<file path="config.mk">
export PLATFORM = sky130hd
export DESIGN_NAME = fb_clear_sequencer
export DESIGN_NICKNAME = d
export VERILOG_FILES = /design/src/rtl/fb_clear_sequencer.sv
export SDC_FILE = /design/constraint.sdc
export NUM_CORES = 1
export LEC_CHECK = 0
export ABC_AREA = 1
export ABC_CLOCK_PERIOD_IN_PS = 8050
export CAP_MARGIN = 40
export CORE_AREA = 2 2 207 209
export DETAILED_ROUTE_END_ITERATION = 7
export DIE_AREA = 0 0 209 211
export PLACE_DENSITY = 0.72
export SETUP_SLACK_MARGIN = 0.02
export SYNTH_ARGS = -nofsm -noshare
export SYNTH_HDL_FRONTEND = slang
export SYNTH_SLANG_ARGS = --single-unit
export TNS_END_PERCENT = 30
</file>
<file path="constraint.sdc">
create_clock -name clk -period 8.05 [get_ports clk]
set_input_delay 2.0125 -clock clk [delete_from_list [all_inputs] [get_ports clk]]
set_output_delay 2.0125 -clock clk [all_outputs]
set_load 0.02 [all_outputs]
</file>
<file path="src/rtl/fb_clear_sequencer.sv">
// fb_clear_sequencer: Avalon-MM bursting write master that floods the framebuffer
// with the background colour, two pixels per 64-bit word.
module fb_clear_sequencer #(
  parameter int BURST_MAX = 16,
  parameter int ADDR_W = 29
) (
  input  logic              clk,
  input  logic              reset,
  input  logic              start,
  input  logic [ADDR_W-1:0] fb_base,
  input  logic [31:0]       back_colour,
  input  logic [15:0]       win_width,
  input  logic [15:0]       win_height,
  output logic              busy,
  output logic              done,
  output logic [ADDR_W-1:0] avm_address,
  output logic [7:0]        avm_burstcount,
  output logic [63:0]       avm_writedata,
  output logic [7:0]        avm_byteenable,
  output logic              avm_write,
  input  logic              avm_waitrequest
);
  typedef enum logic [1:0] {IDLE, SETUP, BURST, DONE} state_t;
  localparam logic [31:0] BMAX = 32'(BURST_MAX);
  state_t state, state_n;
  logic [ADDR_W-1:0] base_l, next_addr;
  logic [31:0] colour_l, pixels, words_init, words_left, words_dec;
  logic [15:0] width_l, height_l;
  logic [7:0] burst_len, beats_left;
  logic odd, acc, last_beat, last_word;
  function automatic logic [7:0] clip(input logic [31:0] w);
    return w > BMAX ? BMAX[7:0] : w[7:0];
  endfunction
  assign pixels = 32'(width_l) * 32'(height_l);
  assign words_init = 32'((33'(pixels) + 33'd1) >> 1);
  assign words_dec = words_left - 32'd1;
  assign acc = avm_write & ~avm_waitrequest;
  assign last_beat = beats_left == 8'd1;
  assign last_word = words_left == 32'd1;
  always_ff @(posedge clk) state <= reset ? IDLE : state_n;
  always_comb begin
    state_n = state;
    case (state)
      IDLE:    state_n = start ? SETUP : IDLE;
      SETUP:   state_n = words_init == 32'd0 ? DONE : BURST;
      BURST:   state_n = acc && last_word ? DONE : BURST;
      default: state_n = IDLE;
    endcase
  end
  // Bursts chain back to back: the follow-on burst is loaded on the final beat's acceptance.
  always_ff @(posedge clk)
    if (reset) begin
      base_l <= '0;
      colour_l <= '0;
      width_l <= '0;
      height_l <= '0;
      next_addr <= '0;
      words_left <= '0;
      odd <= 1'b0;
      burst_len <= '0;
      beats_left <= '0;
    end else if (state == IDLE && start) begin
      base_l <= fb_base;
      colour_l <= back_colour;
      width_l <= win_width;
      height_l <= win_height;
    end else if (state == SETUP) begin
      next_addr <= base_l;
      words_left <= words_init;
      odd <= pixels[0];
      burst_len <= clip(words_init);
      beats_left <= clip(words_init);
    end else if (state == BURST && acc) begin
      words_left <= words_dec;
      beats_left <= beats_left - 8'd1;
      if (last_beat && !last_word) begin
        next_addr <= next_addr + ADDR_W'(burst_len);
        burst_len <= clip(words_dec);
        beats_left <= clip(words_dec);
      end
    end
  assign busy = state == SETUP || state == BURST;
  assign done = state == DONE;
  assign avm_write = state == BURST;
  assign avm_address = avm_write ? next_addr : '0;
  assign avm_burstcount = avm_write ? burst_len : 8'h00;
  assign avm_writedata = avm_write ? {colour_l, colour_l} : 64'h0;
  assign avm_byteenable = avm_write ? (odd && last_word ? 8'h0F : 8'hFF) : 8'h00;
endmodule

</file>
# Word-level counts from Yosys, hierarchy flattened
# Cells that the tools add are included.
dict set report word_totals {
  input_bits 97
  output_inout_bits 112
  wordCells 61
  regBits 173
}
dict set report classes {
  order_cmp 2
  n_mul 1
  mux 22
  n_addsub 4
  bitwise 3
  n_eq_ne 5
  reduce_logical 14
}
# operator n
set ops {}
lappend ops {{$mux 29} 4}
lappend ops {{$mux 8} 11}
lappend ops {{$gt 32x5->1 const B} 2}
lappend ops {{$mux 32} 2}
lappend ops {{$mux 64} 1}
lappend ops {{$add 32x1->33 const B} 1}
lappend ops {{$eq 32x1->1 const B} 1}
lappend ops {{$logic_not 32->1} 1}
lappend ops {{$mul 16x16->32} 1}
lappend ops {{$sub 32x1->32 const B} 1}
lappend ops {{$add 29x8->29} 1}
lappend ops {{$eq 8x1->1 const B} 1}
lappend ops {{$sub 8x1->8 const B} 1}
lappend ops {{$pmux 2 s3} 1}
lappend ops {{$logic_and 1x1->1} 5}
lappend ops {{$eq 2x2->1 const B} 2}
lappend ops {{$reduce_and 2->1} 2}
lappend ops {{$reduce_bool 2->1} 2}
lappend ops {{$mux 1} 3}
lappend ops {{$reduce_and 3->1} 1}
lappend ops {{$eq 2x1->1 const B} 1}
lappend ops {{$logic_not 2->1} 1}
lappend ops {{$not 1->1} 2}
lappend ops {{$and 1x1->1} 1}
lappend ops {{other kinds (2)} 2}

# Longest topological paths before layout
dict set report depth {
  ltp_word 6
  mapped_depth 37
  mapped_depth_nobuf 35
}

# Worst setup path after synthesis
# Ideal clock, no wire load.
dict set report synth_timing {
  kind {register -> register}
  startpoint {register width_l[9]}
  endpoint {register burst_len[4]}
  path_buffers 2
  synth_period_minus_slack_ns 6.301
  t_required_ns 7.931
  setup_time_ns 0.119
  path_stages_with_launch 34
  arrival_ns 6.182
  path_slack_ns 1.749
  path_cell_list {dfxtp_1 > clkbuf_1 > clkbuf_1 > nand2_1 > fa_1 > fa_1 > inv_1 > fa_1 > inv_1 > fa_1 > fa_1 > fa_1 > inv_1 > ha_1 > nand2_2 > inv_1 > nand2_1 > nand2_1 > a21oi_1 > nand2_1 > nand2_1 > nand2_1 > nor2_4 > nand2_2 > nor2_4 > nand3_2 > nor2_1 > nand2_1 > nand2_1 > inv_1 > nor2_4 > nand3_1 > nand2_1 > a21oi_1}
}
dict set report synth_via {
  elab_chain_cells 5
}
# element line_no
set synth_lines {}
lappend synth_lines {{start, declared} 28} ;# logic [15:0] width_l, height_l;
lappend synth_lines {{start signal, assigned} 65} ;# width_l <= win_width;
lappend synth_lines {{$mul 16x16->32} 34} ;# assign pixels = 32'(width_l) * 32'(height_l);
lappend synth_lines {{$add 32x1->33} 35} ;# assign words_init = 32'((33'(pixels) + 33'd1) >> 1);
lappend synth_lines {{$gt 32x5->1} 32} ;# return w > BMAX ? BMAX[7:0] : w[7:0];
lappend synth_lines {{$mux 8} 32}
lappend synth_lines {{$mux 8} 67} ;# end else if (state == SETUP) begin
lappend synth_lines {{end signal, assigned} 71} ;# burst_len <= clip(words_init);
lappend synth_lines {{end signal, assigned} 78} ;# burst_len <= clip(words_dec);
lappend synth_lines {{end, declared} 29} ;# logic [7:0] burst_len, beats_left;
# Every way passes these cells.
# A chain may end at the register's enable or synchronous reset.

# Worst setup path in the final report
dict set report layout_timing {
  startpoint {register width_l[10]}
  endpoint {register beats_left[2]}
}
dict set report layout_via {
  elab_chain_cells 5
}
# element line_no
set layout_lines {}
lappend layout_lines {{$mul 16x16->32} 34}
lappend layout_lines {{$add 32x1->33} 35}
lappend layout_lines {{$gt 32x5->1} 32}
lappend layout_lines {{$mux 8} 32}
lappend layout_lines {{$mux 8} 67}
lappend layout_lines {{end signal, assigned} 72} ;# beats_left <= clip(words_init);
lappend layout_lines {{end signal, assigned} 75} ;# beats_left <= beats_left - 8'd1;
lappend layout_lines {{end signal, assigned} 79} ;# beats_left <= clip(words_dec);
lappend layout_lines {{end, declared} 29}
# Every way passes these cells.

==> results.toml <==
[outcome]
status = "completed"

[sta]
fin_setup_tns_ns = 0
finalSetupViolCount = 0
worstMarginPinSlew_ns = 0.936
slew_viol_final = 0
rsz0062_at_grt = "no"
worst_clock_skew_ns = 0.0182
whs_ns = 0.453
slew_headroom_pct = 37.6
fmax_mhz = 135
hold_viol_final = 0
fin_crit_sh_pct = 91.9
post-route-min-period_ns = 7.40

[power]
vdd_drop_max_mv = 0.136
pwr_density_cell_mw_per_mm2 = 183
p_leak_uw = 0.0115

[global_route]
grt_util_all_layers_pct = 27.3
grt_pass1_vias = 19400
antenna_found_initial = 2
grt_max_degree = 102
grt_pass1_wl_mm = 96.5
overflow = 0

[route]
ant_nets = 0
drt-initial-drc-count = 1445
drcViolationCount = 0
wire_per_inst_microns = 15.9
vias = 19100
firstDrtPassIters = 6
routed_wl_mm = 58.1
via_per_inst = 5.23

[clock_tree]
cts_max_path_buffers = 2
htree_levels = 4
clk_pin_slew_ns = 0.08
cts_buffers = 17
cts.sinks = 173
cts_tree = "yes"
insertion_delay_ns = 0.47
hold_buffers = 0
cts_resized = 0
root_buffer = "clkbuf_16"
post-cts-setup-buffers = 0

[floorplanning]
start_util_pct = 47.8
fp.dieH_microns = 211
core_sq_mm = 0.0418
die_x_microns = 209
die-area_sq_mm = 0.0441
pin_count = 209
fp-row-count = 75

[hold_path]
worstHoldStart = "base_l[11]"
worstHoldPathType = "register to register"

[run]
drv_cap = 0

[yosys]
syn_nets = 3435
yosysUniqueCellTypes = 41
ys_ff_latch = 173
yosysWarningCount = 0
ys_seq_area_share_pct = 17.4
netlist_instances = 3021
async_flop_share_pct = 0
syn_area_sq_mm = 0.0200
synth-main-ff-cell = "dfxtp_1"
synth-edff-count = 0
avgSynthCellArea_sq_um = 6.60

[placed_design]
dp_hpwl_mm = 45.6
io_buffer_count = 208
routabilityCongestion = 0.945

[worst_setup_path]
cp_max_fo = 17
worst_path_most_repeated_cell = "nand2_1"
cpPeakStageDelay_ns = 0.87
critical_path_class = "register to register"
crit_path_start_kind = "register"
critPathCaptureType = "register"
cp-startpoint = "width_l[10]"
crit-reg2reg-launch = "width_l[10]"
critPathRequiredTime_ns = 8.44
worstPathArrival_ns = 7.78
crit_slowest_cell = "dfxtp_1"

[finish]
mostFrequentLayoutCells = "nand2_1, inv_1, nor2_1"
nNetsFinal = 3512
syn_to_final_growth_pct = 14.0
fillers = 4073
antennaDiodeCount = 0
drive_gt1_share_pct = 4.63
mostFrequentLayoutCell = "nand2_1"
-- sequential cells by signal, summed over array words and instances, names as in the netlist --
register	flops
next_addr	29
odd	1
state	2
base_l	29
burst_len	8
beats_left	8
colour_l	32
words_left	32
height_l	16
width_l	16
-- Yosys cell counts, drive strengths merged, types with 2 or more instances --
| master | count | area (sq um) |
|---|---|---|
| nor3 | 19 | 100 |
| nor4 | 4 | 25.0 |
| xnor2 | 30 | 263 |
| o21bai | 2 | 15.0 |
| a21o | 2 | 15.0 |
| inv | 566 | 2120 |
| a21oi | 147 | 743 |
| nand3b | 8 | 60.1 |
| and2 | 2 | 12.5 |
| or2 | 5 | 31.3 |
| o211ai | 2 | 15.0 |
| nor2 | 341 | 1390 |
| nand4 | 39 | 244 |
| a31oi | 6 | 37.5 |
| clkbuf | 130 | 498 |
| clkinv | 5 | 18.8 |
| a221oi | 2 | 17.5 |
| dfxtp | 173 | 3460 |
| nand2 | 811 | 3120 |
| buf | 48 | 340 |
| nand3 | 114 | 621 |
| o21ai | 213 | 1070 |
| fa | 195 | 3900 |
| xor2 | 30 | 263 |
| ha | 122 | 1530 |
-- routing by layer --
layer | up-vias | wire (microns) | part of all wire (%) | GRT usage (%)
li1 | 9275 | - | - | -
met1 | 9006 | 25200 | 43 | 35.0
met2 | 694 | 26900 | 46 | 45.7
met3 | 127 | 4120 | 7.1 | 5.29
met4 | 4 | 1810 | 3.1 | 10.0
met5 | - | 30 | 0.052 | 0
-- report_power, final --
| part | internal (uW) | switching (uW) | total [uW] |
|---|---|---|---|
| combinational | 762 | 1420 | 2190 |
| sequential | 937 | 133 | 1070 |
| clock | 509 | 401 | 910 |
-- cell families after synthesis --
logic type / after synthesis / share of synthesized area [%]
AOI/OAI and AO/OA: 378 / 9.73
xor gates and xnor gates: 60 / 2.63
adders and majority gates: 317 / 27.2
buffers and inverters: 749 / 14.9
DFF: 173 / 17.4
and+or+nand+nor: 1344 / 28.1
-- worst max-delay path: cells and delay by family, from the launching register on --
family | cells | cell delay (ns)
fa+ha+maj | 7 | 3.46
simple gates | 16 | 2.18
flops | 1 | 0.87
compound gates | 2 | 0.52
buf+inv | 5 | 0.26
-- metrics by stage --
stage / instance area (sq um) / total power [uW] / setup WS [ns] / instances / utilization, %
4_1_cts: 22800 / 4170 / 0.748 / 3650 / 54.5
6_report: 22800 / 4170 / 0.654 / 3650 / 54.5
3_5_place_dp: 22100 / 3250 / 0.829 / 3618 / 53.0
2_1_floorplan: 20000 / 2660 / 1.75 / 3021 / -
5_1_grt: 22800 / 4540 / 0.166 / 3650 / 54.5
3_3_place_gp: 22100 / 3220 / 0.824 / 3616 / 52.9
-- layout make-up --
class,instances,area (sq um),area share (%)
flip-flops and latches,173,3460,15.2
inverters,571,2140,9.42
well taps,539,674,2.96
multi-input cells,2099,13500,59.4
repair buffers,236,2310,10.2
clock buffers,18,439,1.93
clock inverters,14,201,0.885
-- worst paths after layout --
path | endpoint | slack [ns] | cells after the start
max | beats_left[2] | 0.65 | 30
min | base_l[11] | 0.45 | 2
max reg2reg | beats_left[2] | 0.65 | 30
min reg2reg | base_l[11] | 0.45 | 2
(Power assumes the default switching activity.)
